[src/rtl/adder_accumulator.sv]
// adder_accumulator: accumulates a group of operand beats through a single
// full_adder and presents the sum, a sticky carry flag and the beat count
// once the group's last beat has been accepted.
//
// Optional feature: define ACCUM_SAT_EN to saturate the accumulator at all
// ones on overflow instead of wrapping modulo 2^BIT_WIDTH.
//
// Ports:
//   clk        single clock, rising edge
//   rst        synchronous active-high reset
//   in_valid   operand beat valid
//   in_ready   block accepts an operand beat (IDLE/ACC)
//   in_data    operand value, BIT_WIDTH bits
//   in_last    beat is the final operand of the group
//   out_valid  accumulated result valid (HOLD)
//   out_ready  downstream accepts the result
//   out_sum    accumulated sum, BIT_WIDTH bits
//   out_carry  sticky: any carry-out occurred in the group
//   out_count  beats accepted in the group, saturating, COUNT_WIDTH bits

module full_adder #(
  parameter int unsigned WIDTH = 4
) (
  input  logic [WIDTH-1:0] a,
  input  logic [WIDTH-1:0] b,
  input  logic             cin,
  output logic [WIDTH-1:0] sum,
  output logic             cout
);

  localparam int unsigned SUM_W = WIDTH + 1;

  // One extra bit captures the carry-out.
  always_comb begin
    {cout, sum} = SUM_W'(a) + SUM_W'(b) + SUM_W'(cin);
  end

endmodule

module adder_accumulator #(
  parameter int unsigned BIT_WIDTH   = 4,
  parameter int unsigned COUNT_WIDTH = 8
) (
  input  logic                   clk,
  input  logic                   rst,
  input  logic                   in_valid,
  output logic                   in_ready,
  input  logic [BIT_WIDTH-1:0]   in_data,
  input  logic                   in_last,
  output logic                   out_valid,
  input  logic                   out_ready,
  output logic [BIT_WIDTH-1:0]   out_sum,
  output logic                   out_carry,
  output logic [COUNT_WIDTH-1:0] out_count
);

  typedef enum logic [1:0] {
    IDLE = 2'd0,
    ACC  = 2'd1,
    HOLD = 2'd2
  } state_t;

  localparam logic [COUNT_WIDTH-1:0] COUNT_MAX = '1;
`ifdef ACCUM_SAT_EN
  localparam logic [BIT_WIDTH-1:0]   ACC_MAX   = '1;
`endif

  state_t                 state_q, state_d;
  logic [BIT_WIDTH-1:0]   acc_q, acc_d;
  logic                   carry_q, carry_d;
  logic [COUNT_WIDTH-1:0] count_q, count_d;
  logic                   in_ready_q, in_ready_d;
  logic                   out_valid_q, out_valid_d;

  logic [BIT_WIDTH-1:0]   add_sum;
  logic                   add_cout;
  logic                   accept;

  // Single shared adder: accumulator plus incoming operand.
  full_adder #(
    .WIDTH (BIT_WIDTH)
  ) u_adder (
    .a    (acc_q),
    .b    (in_data),
    .cin  (1'b0),
    .sum  (add_sum),
    .cout (add_cout)
  );

  // in_ready_q is low only in HOLD, so this also gates out HOLD.
  assign accept = in_valid && in_ready_q;

  // State and datapath registers.
  always_ff @(posedge clk) begin
    if (rst) begin
      state_q     <= IDLE;
      acc_q       <= '0;
      carry_q     <= 1'b0;
      count_q     <= '0;
      in_ready_q  <= 1'b1;
      out_valid_q <= 1'b0;
    end else begin
      state_q     <= state_d;
      acc_q       <= acc_d;
      carry_q     <= carry_d;
      count_q     <= count_d;
      in_ready_q  <= in_ready_d;
      out_valid_q <= out_valid_d;
    end
  end

  // Next-state and next-datapath logic.
  always_comb begin
    state_d  = state_q;
    acc_d    = acc_q;
    carry_d  = carry_q;
    count_d  = count_q;

    case (state_q)
      IDLE: begin
        if (accept) begin
          acc_d   = in_data;
          carry_d = 1'b0;
          count_d = COUNT_WIDTH'(1);
          state_d = in_last ? HOLD : ACC;
        end
      end
      ACC: begin
        if (accept) begin
`ifdef ACCUM_SAT_EN
          acc_d = add_cout ? ACC_MAX : add_sum;
`else
          acc_d = add_sum;
`endif
          carry_d = carry_q | add_cout;
          count_d = (count_q == COUNT_MAX) ? count_q : count_q + COUNT_WIDTH'(1);
          state_d = in_last ? HOLD : ACC;
        end
      end
      HOLD: begin
        if (out_ready) begin
          state_d = IDLE;
        end
      end
      default: begin
        state_d = IDLE;
      end
    endcase

    // Handshake flags registered alongside the state they decode.
    in_ready_d  = (state_d != HOLD);
    out_valid_d = (state_d == HOLD);
  end

  assign in_ready  = in_ready_q;
  assign out_valid = out_valid_q;
  assign out_sum   = acc_q;
  assign out_carry = carry_q;
  assign out_count = count_q;

endmodule

[config.mk]
export PLATFORM = sky130hd
export DESIGN_NAME = adder_accumulator
export DESIGN_NICKNAME = d
export VERILOG_FILES = /design/src/rtl/adder_accumulator.sv
export SDC_FILE = /design/constraint.sdc
export NUM_CORES = 1
export LEC_CHECK = 0
export CORE_UTILIZATION = 25
export CTS_CLUSTER_DIAMETER = 40
export CTS_CLUSTER_SIZE = 14
export DETAILED_ROUTE_END_ITERATION = 7
export DONT_BUFFER_PORTS = 1
export GPL_ROUTABILITY_DRIVEN = 0
export HOLD_SLACK_MARGIN = 0.06
export PLACE_DENSITY = 0.39
export SYNTH_ARGS = -nofsm -noshare
export SYNTH_HDL_FRONTEND = slang
export SYNTH_SLANG_ARGS = --single-unit
export TNS_END_PERCENT = 10
[constraint.sdc]
create_clock -name clk -period 2 [get_ports clk]
set_input_delay 0.2 -clock clk [delete_from_list [all_inputs] [get_ports clk]]
set_output_delay 0.2 -clock clk [all_outputs]
set_load 0.01 [all_outputs]
; ---- Word level (Yosys, flattened, before mapping)
; Index checks and enable logic that the tools add are counted.
[classes]
mux = 14
eq_ne = 8
add_sub_neg = 2
n_reduce_logical = 6
n_bitwise = 1
[op_table]
columns = op, count
row1 = two-way mux 8 bit, 3
row2 = one-hot mux 8 bit (2 select lines), 1
row3 = adder 8 x 1 -> 8 bit (second input constant), 1
row4 = equality test 8 bit (second input constant), 1
row5 = two-way mux 4 bit, 2
row6 = != test 2 bit (second input constant), 4
row7 = one-hot mux 4 bit (2 select lines), 1
row8 = two-way mux 2 bit, 3
row9 = adder 4 x 4 -> 5 bit, 1
row10 = equality test 2 bit (second input constant), 2
row11 = one-hot mux 2 bit (2 select lines), 1
row12 = AND reduction 4 bit, 1
row13 = AND reduction 3 bit, 1
row14 = equality test 2 x 1 -> 1 bit (second input constant), 1
row15 = zero test 2 bit, 1
row16 = two-way mux 1 bit, 2
row17 = one-hot mux 1 bit (2 select lines), 1
row18 = nonzero test 2 bit, 1
row19 = OR reduction 2 bit, 1
row20 = logical AND 1 bit, 1
row21 = bitwise OR 1 bit, 1
[word_totals]
input_bits = 9
register_bits = 17
elab_cells = 37
output_inout_bits = 15

; ---- Longest topological paths before layout
; Gate-level depths: netlist of run 1.
[logic_depth]
depth_word = 4
ltp_mapped = 6
depth_no_buf = 6

; ---- By module
; From an unflattened synthesis of run 1, not the netlist that was laid out.
[unflattened]
hier_cells = 101
hier_area_um2 = 914.6
[modules_own_cells]
columns = mod, area_per_inst_um2, seq_area_each_um2, instances, cells_each
row1 = adder_accumulator, 770.7, 340.3, 1, 85
row2 = full_adder, 143.9, 0.0, 1, 16

; ---- Worst setup path before layout of run 1
; Ideal clock, no wire load.
[synth_path]
kind = register to register
from = reg count_q[0], in the netlist out_count[0]
to = reg count_q[6], in the netlist out_count[6]
required_time_ps = 1884
setup_time_ps = 116
slack_ps = 337
t_arrival_ps = 1547
path_stages_with_launch = 6
n_path_buf = 0
synth_period_minus_slack_ps = 1663
cell_sequence = dfxtp_1 -> ha_1 -> nand4_2 -> or4b_1 -> xnor2_1 -> nor2_1
[synth_between]
elab_chain_len = 4
elab_cells_between_ends = 7
classes_between = add/sub: 1 / eq/ne: 2 / mux: 3 / reduce/logical: 1
[synth_rtl]
columns = item, line_no
row1 = start: declaration, 71  ; logic [COUNT_WIDTH-1:0] count_q, count_d;
row2 = start signal: assignment, 106  ; count_q <= count_d;
row3 = adder 8 x 1 -> 8 bit, 136  ; count_d = (count_q == COUNT_MAX) ? count_q : count_q + COUNT_WIDTH'(1);
row4 = two-way mux 8 bit, 136
row5 = two-way mux 8 bit, 129  ; if (accept) begin
row6 = one-hot mux 8 bit (2 select lines), 119  ; case (state_q)
; Several ways; a longest one is shown, not always the timed one. The select of a mux whose other input is x is not followed.
; A chain may end at the register's enable or synchronous reset.

; ---- Worst setup path in the final report of run 1
[layout_path]
from = reg in_ready_q, in the netlist in_ready
to = reg count_q[3], in the netlist out_count[3]
[layout_between]
elab_chain_len = 3
elab_cells_between_ends = 4
classes_between = eq/ne: 2 / reduce/logical: 2
[layout_rtl]
columns = item, line_no
row1 = start: declaration, 72  ; logic in_ready_q, in_ready_d;
row2 = start signal: assignment, 107  ; in_ready_q <= in_ready_d;
row3 = logical AND 1 bit *, 91  ; assign accept = in_valid && in_ready_q;
row4 = != test 2 bit (no line), --
row5 = AND reduction 4 bit (no line) *, --
; Mark *: on every way between the ends. The rest lies on a longest branch, timed or not.

==> results, run 1 <==
- The cell area that synthesis handed to floorplanning was 915 sq um.
- The kind of launch point of the worst setup path is a flip-flop.
- The commonest cells after synthesis are 17 x sky130_fd_sc_hd__dfxtp_1, 11 x sky130_fd_sc_hd__a21oi_1, 8 x sky130_fd_sc_hd__nand2_1.
- The worst setup path is of the reg -> reg kind.
- The number of max-slew violations in the final report is 0.
- The worst IR drop on VDD is 0.189 mV.
- The first global-routing pass estimated 3800 um of wire.
- The number of buffers inserted during clock tree synthesis is 3.
- The detail route stage leaves a number of antenna-violating nets equal to 0.
- The run finished with clean final reports.
- The critical path contains buffers and inverters numbering 0 combined.
- Cell internal power was estimated by the tool at 0.477 mW.
- The total negative setup slack is 0 ns.
- Across the run, the number of max-cap violations was 0.
- The leakage power figure is 0.428 nW.
- The tree is rooted in a sky130_fd_sc_hd__clkbuf_4.
- The power density of the placed cells is 664 nW/um^2.
- The switching power is 0.201 mW.
- The number of global-route vias before repair is 788.
- The slowest library cell on the worst path is sky130_fd_sc_hd__or4_1.
- The cell with the most instances after synthesis is sky130_fd_sc_hd__dfxtp_1.
- The number of nets in the synthesized netlist is 116.
- The final number of hold-violating endpoints is 0.
- The maximum buffer depth of the clock tree is 2.
- Yosys printed 0 warnings.
- The overall routing resource usage is 12.2%.
- For the final database, setup skew stands at 0.0149 ns.
- In this run, the combinational gates consume 16.5% of the power.
- Net switching is 29.6% of the power.
- Among all flip-flop cells after synthesis, the most frequent one is sky130_fd_sc_hd__dfxtp_1.
- The DRC violation count after routing is 0.
- The total wire length after detailed routing is 2220 um.
- The global route total overflow is 0.
- The core region area is 3420 sq um.
- The maximum level of the CTS H-tree is 1.
- From synthesis to final layout, the design area changed by 11.6%.
- The required time at the worst-slack endpoint is 2.24 ns.
- In this run, synthesis inferred 0 flip-flops with an integrated enable.
- The cell family contributing the most delay on the critical path is simple AND/OR/NAND/NOR gates.
- The final-layout fill cell count is 393.
- Dividing the final minimum period by the clock period gives 82.8%.
- The cell taking the most area after synthesis is sky130_fd_sc_hd__dfxtp_1.
- The first detailed-routing pass took 4 iterations.
- The die extent in x is 62.5 um.
- The initial core utilization is 26.8%.
- The number of antenna violations at the first check in global routing is 0.
- STA classifies the critical path endpoint as a flip-flop.
- The number of vias per cell is 5.03.
- The sequential fraction of the synthesis area is 37.2%.
- The count of standard-cell rows is 21.
- The synthesized flop and latch total is 17.
- The worst path needs 1.66 ns of the cycle, external delays included.
- The die covers 3900 sq um.
- The fraction of synthesized cell area taken by the top area cell type is 37.2%.
- Sequential cells burn 55.0% of the power.
- The vertical die dimension is 62.5 um.
- In this run, the number of DRC markers left after iteration 0 of detailed routing was 15.
- The count of boundary I/O pins is 24.
- Of all flip-flops after synthesis, the portion carrying an async set or reset was 0%.
- The count of mapped cells out of synthesis is 101.
- The tree built by TritonCTS fans out to 17 sinks.
- The fraction of the core area covered by cells at the end of the flow is 29.9%.
- The critical path goes through and3b_2 -> o21ai_4 -> or4_1 -> a21oi_1.
- Setup repair after global routing left no endpoint under its margin.
- The highest clock frequency the design can meet is 0.604 GHz.
- TritonCTS built the clock tree.
- After synthesis, the cell types taking the most area are sky130_fd_sc_hd__dfxtp_1 37%, sky130_fd_sc_hd__ha_1 6.8%, sky130_fd_sc_hd__a21oi_1 6.0%.
- In this run the tightest slew margin relative to its limit is 69.0%.
- The worst stage delay on the critical path is 0.48 ns.
- The post-layout net count is 124.
- The mean post-synth cell area is 9.06 sq um.
- The count of buffers from port buffering is 0.
- Setup violations remaining at the end of the flow were counted as 0.
- The post-CTS setup repair buffer count is 0.
- The clock network burns 28.5% of the power.
- Synthesis instantiated 37 different standard cells from the library.
- The maximum fanout along the worst path is 11.
- In the final routed layout, each cell accounts on average for 14.4 um.
- The largest net degree at the start of global routing is 12.
- For the pin with the worst max-slew slack, the measured transition is 0.463 ns.
- The clock slew seen by the registers of the worst setup and hold paths is 0.12 ns.
- At the later pin of the worst-skew pair, clock insertion delay measures 0.30 ns.
- The antenna cell count is 0.
- Data on the critical path arrives at its endpoint at 1.90 ns.
- After legalization and detailed placement, the total HPWL measured 1620 um.
- The layout cell share with drive strength beyond 1 is 13.0%.
- The detailed router placed 774 vias in this run.
- The kind of path behind the tightest hold check is in -> reg.
## power by group through the flow
stage / Clock, mW / Sequential [mW] / Combinational (mW)
2_1_floorplan: 0 / 0.379 / 0.0838
3_5_place_dp: 0 / 0.381 / 0.107
6_report: 0.193 / 0.373 / 0.112
3_3_place_gp: 0 / 0.380 / 0.109
4_1_cts: 0.203 / 0.373 / 0.113
5_1_grt: 0.221 / 0.376 / 0.127
## worst register-to-register path, stage by stage (launching register included)
cell,delay [ns]
sky130_fd_sc_hd__dfxtp_1,0.45
sky130_fd_sc_hd__and3b_2,0.39
sky130_fd_sc_hd__o21ai_4,0.14
sky130_fd_sc_hd__or4_1,0.48
sky130_fd_sc_hd__a21oi_1,0.13
## layout by cell type, fill, tap and decap left out, types with 2 or more instances in the layout
master	count
sky130_fd_sc_hd__o221ai_1	3
sky130_fd_sc_hd__and3_1	3
sky130_fd_sc_hd__a21o_1	4
sky130_fd_sc_hd__ha_1	5
sky130_fd_sc_hd__nand3_1	6
sky130_fd_sc_hd__o21ai_1	3
sky130_fd_sc_hd__nor2_1	5
sky130_fd_sc_hd__or4_1	2
sky130_fd_sc_hd__nand3b_1	2
sky130_fd_sc_hd__inv_1	6
sky130_fd_sc_hd__a21oi_1	11
sky130_fd_sc_hd__buf_4	5
sky130_fd_sc_hd__nand4_2	2
sky130_fd_sc_hd__clkbuf_4	3
sky130_fd_sc_hd__dfxtp_1	17
sky130_fd_sc_hd__nand2_1	8
## routing by layer
metal / track usage, % / part of all wire (%) / routed length, um
met5: 0 / 0 / 0
met4: 5.81 / 1.8 / 39
met3: 4.56 / 6.7 / 148
met2: 16.8 / 42 / 933
met1: 16.5 / 49 / 1100
## kinds of logic after synthesis
| kind of cell | share of synthesized area [%] |
|---|---|
| multiplexers | 1.09 |
| adder cells (fa/ha/maj) | 9.03 |
| buffers and inverters | 5.33 |
| XOR/XNOR | 1.92 |
| AO/OA/AOI/OAI | 20.5 |
| flip-flops | 37.2 |
| AND/OR/NAND/NOR | 24.9 |
## final timing paths
path | cells after the start | to | startpoint | slack, ns
max reg2reg | 4 | out_count[3] | in_ready | 0.34
min | 2 | out_sum[3] | rst | 0.09
max | 4 | out_count[3] | in_ready | 0.34
min reg2reg | 1 | state_q[0] | state_q[1] | 0.51
## final cells by class
| type | count | area (sq um) | area share, % |
|---|---|---|---|
| Tap cell | 46 | 57.6 | 5.64 |
| Timing Repair Buffer | 6 | 47.5 | 4.66 |
| Clock buffer | 3 | 22.5 | 2.21 |
| Multi-Input combinational cell | 75 | 526 | 51.5 |
| Clock inverter | 1 | 5.00 | 0.490 |
| Inverter | 6 | 22.5 | 2.21 |
| Sequential cell | 17 | 340 | 33.3 |
## metrics by stage
stage | instance area [sq um] | cells | hold slack (ns) | power [mW] | worst slack (ns)
3_3_place_gp | 983 | 149 | 0.272 | 0.489 | 0.357
3_5_place_dp | 983 | 149 | 0.274 | 0.487 | 0.376
5_1_grt | 1020 | 154 | 0.0812 | 0.724 | 0.241
4_1_cts | 1020 | 154 | 0.0773 | 0.689 | 0.336
6_report | 1020 | 154 | 0.0883 | 0.678 | 0.343
2_1_floorplan | 915 | 101 | 0.379 | 0.463 | 0.337
## flip-flops by register name, summed over array words and instances (netlist names)
signal	flops
out_count	8
out_valid	1
in_ready	1
out_carry	1
state_q	2
out_sum	4
## repair_timing
action	in CTS	in global routing
hold buffers	1	0
endpoints found under the setup margin	0	0
gates resized for setup	0	0
hold endpoints to repair	10	0
Note: power is estimated with default switching activity, not from simulation.
==> run 2: changes to the inputs <==
--- a/config.mk
+++ b/config.mk
@@ -12,7 +12,7 @@
 export DONT_BUFFER_PORTS = 1
 export GPL_ROUTABILITY_DRIVEN = 0
 export HOLD_SLACK_MARGIN = 0.06
-export PLACE_DENSITY = 0.39
+export PLACE_DENSITY = 0.41
 export SYNTH_ARGS = -nofsm -noshare
 export SYNTH_HDL_FRONTEND = slang
 export SYNTH_SLANG_ARGS = --single-unit
==> constraint.sdc (replaced) <==
create_clock -name clk -period 1.5 [get_ports clk]
set_input_delay 0.15 -clock clk [delete_from_list [all_inputs] [get_ports clk]]
set_output_delay 0.15 -clock clk [all_outputs]
set_load 0.01 [all_outputs]
==> run 2 against run 1 <==
Net effect: critical path depth increased by 1; largest power group unchanged; cell count up 14%; sequential share of layout area decreased by 5.6 points; die area did not move; hold slack worse by 0.013 ns; critical path type unchanged; non-clock buffer count increased by 22; combinational power is 88% higher; routed wire length is 12% higher; clock skew shrank 0.014 ns; cell area grew 23%.
==> results, run 2 (synthesis results as in run 1) <==
- The number of clock sinks seen by CTS is 17.
- The register with the most flip-flops in the layout has 8 of them.
- Setup repair after global routing could not meet its margin everywhere.
- The critical path launch point is in_ready.
- The worst pin sits at a relative slew slack of 68.1%.
- The slew at the pin closest to its max-slew limit is 0.477 ns.
- In this run the most critical hold path is launched from in_data[0].
- The antenna violation net count after detailed routing is 0.
- The worst setup path is captured at a flip-flop.
- The flow ran to the end, and the final reports show no timing, DRC or antenna violations.
- The number of max-slew violations in the final report came to 0.
- The final number of hold-violating endpoints is 0.
- The number of global-route vias before repair came to 811.
- Traced cell by cell, the critical path runs through and3b_2 -> buf_4 -> nand4_2 -> or3_1 -> a21oi_1.
- The worst min-delay path endpoint is out_sum[0].
- The met1 wire length is 1100 um.
- The layout cell share with drive strength beyond 1 is 34.6%.
- Across every metal layer, demand over resource in global routing totals 12.7%.
- The largest net degree at the start of global routing is 13.
- The via count is 857.
- The sum of net half-perimeters after detailed placement is 1840 um.
- The total wire length after detailed routing is 2480 um.
- The detailed router used layers up to and including met4.
- The worst reg2reg path startpoint is in_ready.
- The post-layout net count is 146.
- The count of TritonRoute iterations in the first routing pass is 4.
- After the first detailed-routing iteration, the DRC count stood at 32.
- The average wire per standard cell is 14.1 um.
- From left edge to right edge, the die measures 62.5 um.
- The clock reaches the later pin of the worst-skew pair after 0.29 ns.
- The DRC violation count after routing is 0.
- The category of cells accounting for the largest share of critical-path delay is simple AND/OR/NAND/NOR gates.
- In the detailed route, the total length drawn on met3 is 159 um.
- The flip-flop and latch area is 348 sq um.
- The worst setup path is launched from a flip-flop.
- The minimum setup slack after placement is 0.0222 ns.
- The required time at the worst-slack endpoint is 1.73 ns.
- The depth of the worst hold-timing path is 2.
- The maximum level of the CTS H-tree is 1.
- The global route total overflow is 0.
- The clock slew seen by the registers of the worst setup and hold paths is 0.10 ns.
- The path class of the tightest hold or removal check is in -> reg.
- The number of antenna violations at the first check in global routing is 0.
- TritonCTS built the clock tree.
- The depth of the worst register-to-register path is 5.
- The worst stage delay on the critical path is 0.38 ns.
- From synthesis to final layout, the design area changed by 37.1%.
- The power density of the placed cells is 765 nW/um^2.
- The core region area is 3420 sq um.
- No sink is reached through more buffers than the 2 on the longest clock path.
- The full die area is 3900 sq um.
- The count of buffers from port buffering is 0.
- In this run the critical register-to-register path is captured at out_count[7].
- The worst reg-to-reg setup slack is 0.03 ns.
- Leaving out fill and tap cells, the most frequent cells in the layout are 24 x sky130_fd_sc_hd__buf_4, 11 x sky130_fd_sc_hd__dfxtp_1, 10 x sky130_fd_sc_hd__a21oi_1, 8 x sky130_fd_sc_hd__nand2_1.
- The number of antenna diodes in the final layout is 0.
- The fraction of the core area covered by cells at the end of the flow is 36.7%.
- Data on the critical path arrives at its endpoint at 1.70 ns.
- The critical path in this run is classified as reg -> reg.
- The final period demand of the worst path is 1.47 ns.
- The number of maximum-capacitance violations is 0.
- The multi-input combinational cells in the finished layout cover a total of 579 sq um.
- The CTS root buffer is sky130_fd_sc_hd__clkbuf_4.
- Clock skew on the completed layout was measured at 0.00119 ns.
- The count of boundary I/O pins is 24.
- Row generation in the floorplan step produced 21 rows.
- The highest clock frequency the design can meet is 0.682 GHz.
- Setup violations remaining at the end of the flow were counted as 0.
- The initial core utilization is 26.8%.
- In the post-route analysis, the smallest setup slack over all paths is 0.0347 ns.
- The largest individual stage delay along the critical path comes from the cell sky130_fd_sc_hd__dfxtp_1.
- The vertical die dimension is 62.5 um.
- The analysis attributes to cell leakage a power of 0.547 nW.
- The number of vias per cell is 4.87.
- The number of buffer and inverter instances along the worst setup path is 1.
- The final critical path takes up 97.7% of the cycle.
- The worst IR drop on VDD is 0.339 mV.
- Of all nets on the critical path, the largest fanout is 5.
- The routed length on met2 is 1200 um.
- The number of buffers inserted during clock tree synthesis is 3.
- The wire length of the first global-routing pass is 3940 um.
- Leaving out fill and tap cells, the most frequent cell in the layout is sky130_fd_sc_hd__buf_4.
- After filler insertion, the fill cell instance count of the layout stands at 363.
run 2: changes by cell type in the layout (fill, tap and decap cells not counted), moves of 2 or more:
cell / previous run / this run
sky130_fd_sc_hd__dlygate4sd3_1: 1 / 4
sky130_fd_sc_hd__ha_1: 5 / 2
sky130_fd_sc_hd__dfxtp_2: 0 / 6
sky130_fd_sc_hd__ha_4: 0 / 2
sky130_fd_sc_hd__dfxtp_1: 17 / 11
sky130_fd_sc_hd__buf_4: 5 / 24
run 2: cell type report:
cell class,count,share of cell area [%]
clock buffers,4,2.10
repair buffers,28,17.6
multi-input cells,75,46.2
well taps,46,4.59
inverters,6,1.80
flip-flops and latches,17,27.7
run 2: stage by stage:
stage	hold WS [ns]	instances	area (sq um)	setup TNS [ns]	total power [mW]
floorplan	0.329	101	932	-0.0174	0.621
global placement	0.222	165	1120	0	0.681
detailed placement	0.223	165	1120	0	0.682
CTS	0.0665	173	1190	0	0.956
global route	0.0722	176	1250	-0.103	1.02
finish	0.0757	176	1250	0	0.959
run 2: metal layers:
layer	vias up	track usage, %
li1	432	-
met1	397	16.0
met2	26	20.5
met3	2	4.93
met4	0	2.62
met5	-	0
run 2: worst max-delay path by stage:
stage                               to  slack [ns]  depth (start not counted)
after detailed placement  out_count[6]        0.02                          5
after CTS                    out_carry       0.008                          6
after global routing      out_count[7]       -0.04                          5
final                     out_count[7]        0.03                          5
after global placement    out_count[6]        0.03                          5
after floorplan           out_count[6]       -0.02                          5
run 2: worst reg2reg max path: stages, from the launching register on:
cell	delay, ns
sky130_fd_sc_hd__dfxtp_1	0.38
sky130_fd_sc_hd__and3b_2	0.27
sky130_fd_sc_hd__buf_4	0.14
sky130_fd_sc_hd__nand4_2	0.11
sky130_fd_sc_hd__or3_1	0.36
sky130_fd_sc_hd__a21oi_1	0.14
run 2: power by group:
group | internal (mW) | leakage, nW | switching, mW
combinational | 0.108 | 0.391 | 0.103
sequential | 0.474 | 0.141 | 0.0221
clock | 0.103 | 0.0150 | 0.148
run 2: repair_timing:
action	4_1_cts	5_1_grt
gates resized for setup	0	10
endpoints found under the hold margin	13	0
endpoints found under the setup margin	0	6
buffers inserted	0	3
hold buffers	4	0
==> run 3: changes to the inputs <==
--- a/config.mk
+++ b/config.mk
@@ -5,6 +5,7 @@
 export SDC_FILE = /design/constraint.sdc
 export NUM_CORES = 1
 export LEC_CHECK = 0
+export CAP_MARGIN = 20
 export CORE_UTILIZATION = 25
 export CTS_CLUSTER_DIAMETER = 40
 export CTS_CLUSTER_SIZE = 14
==> results of run 3 <==
The final DEF is identical to that of run 2; final timing and power are the same.
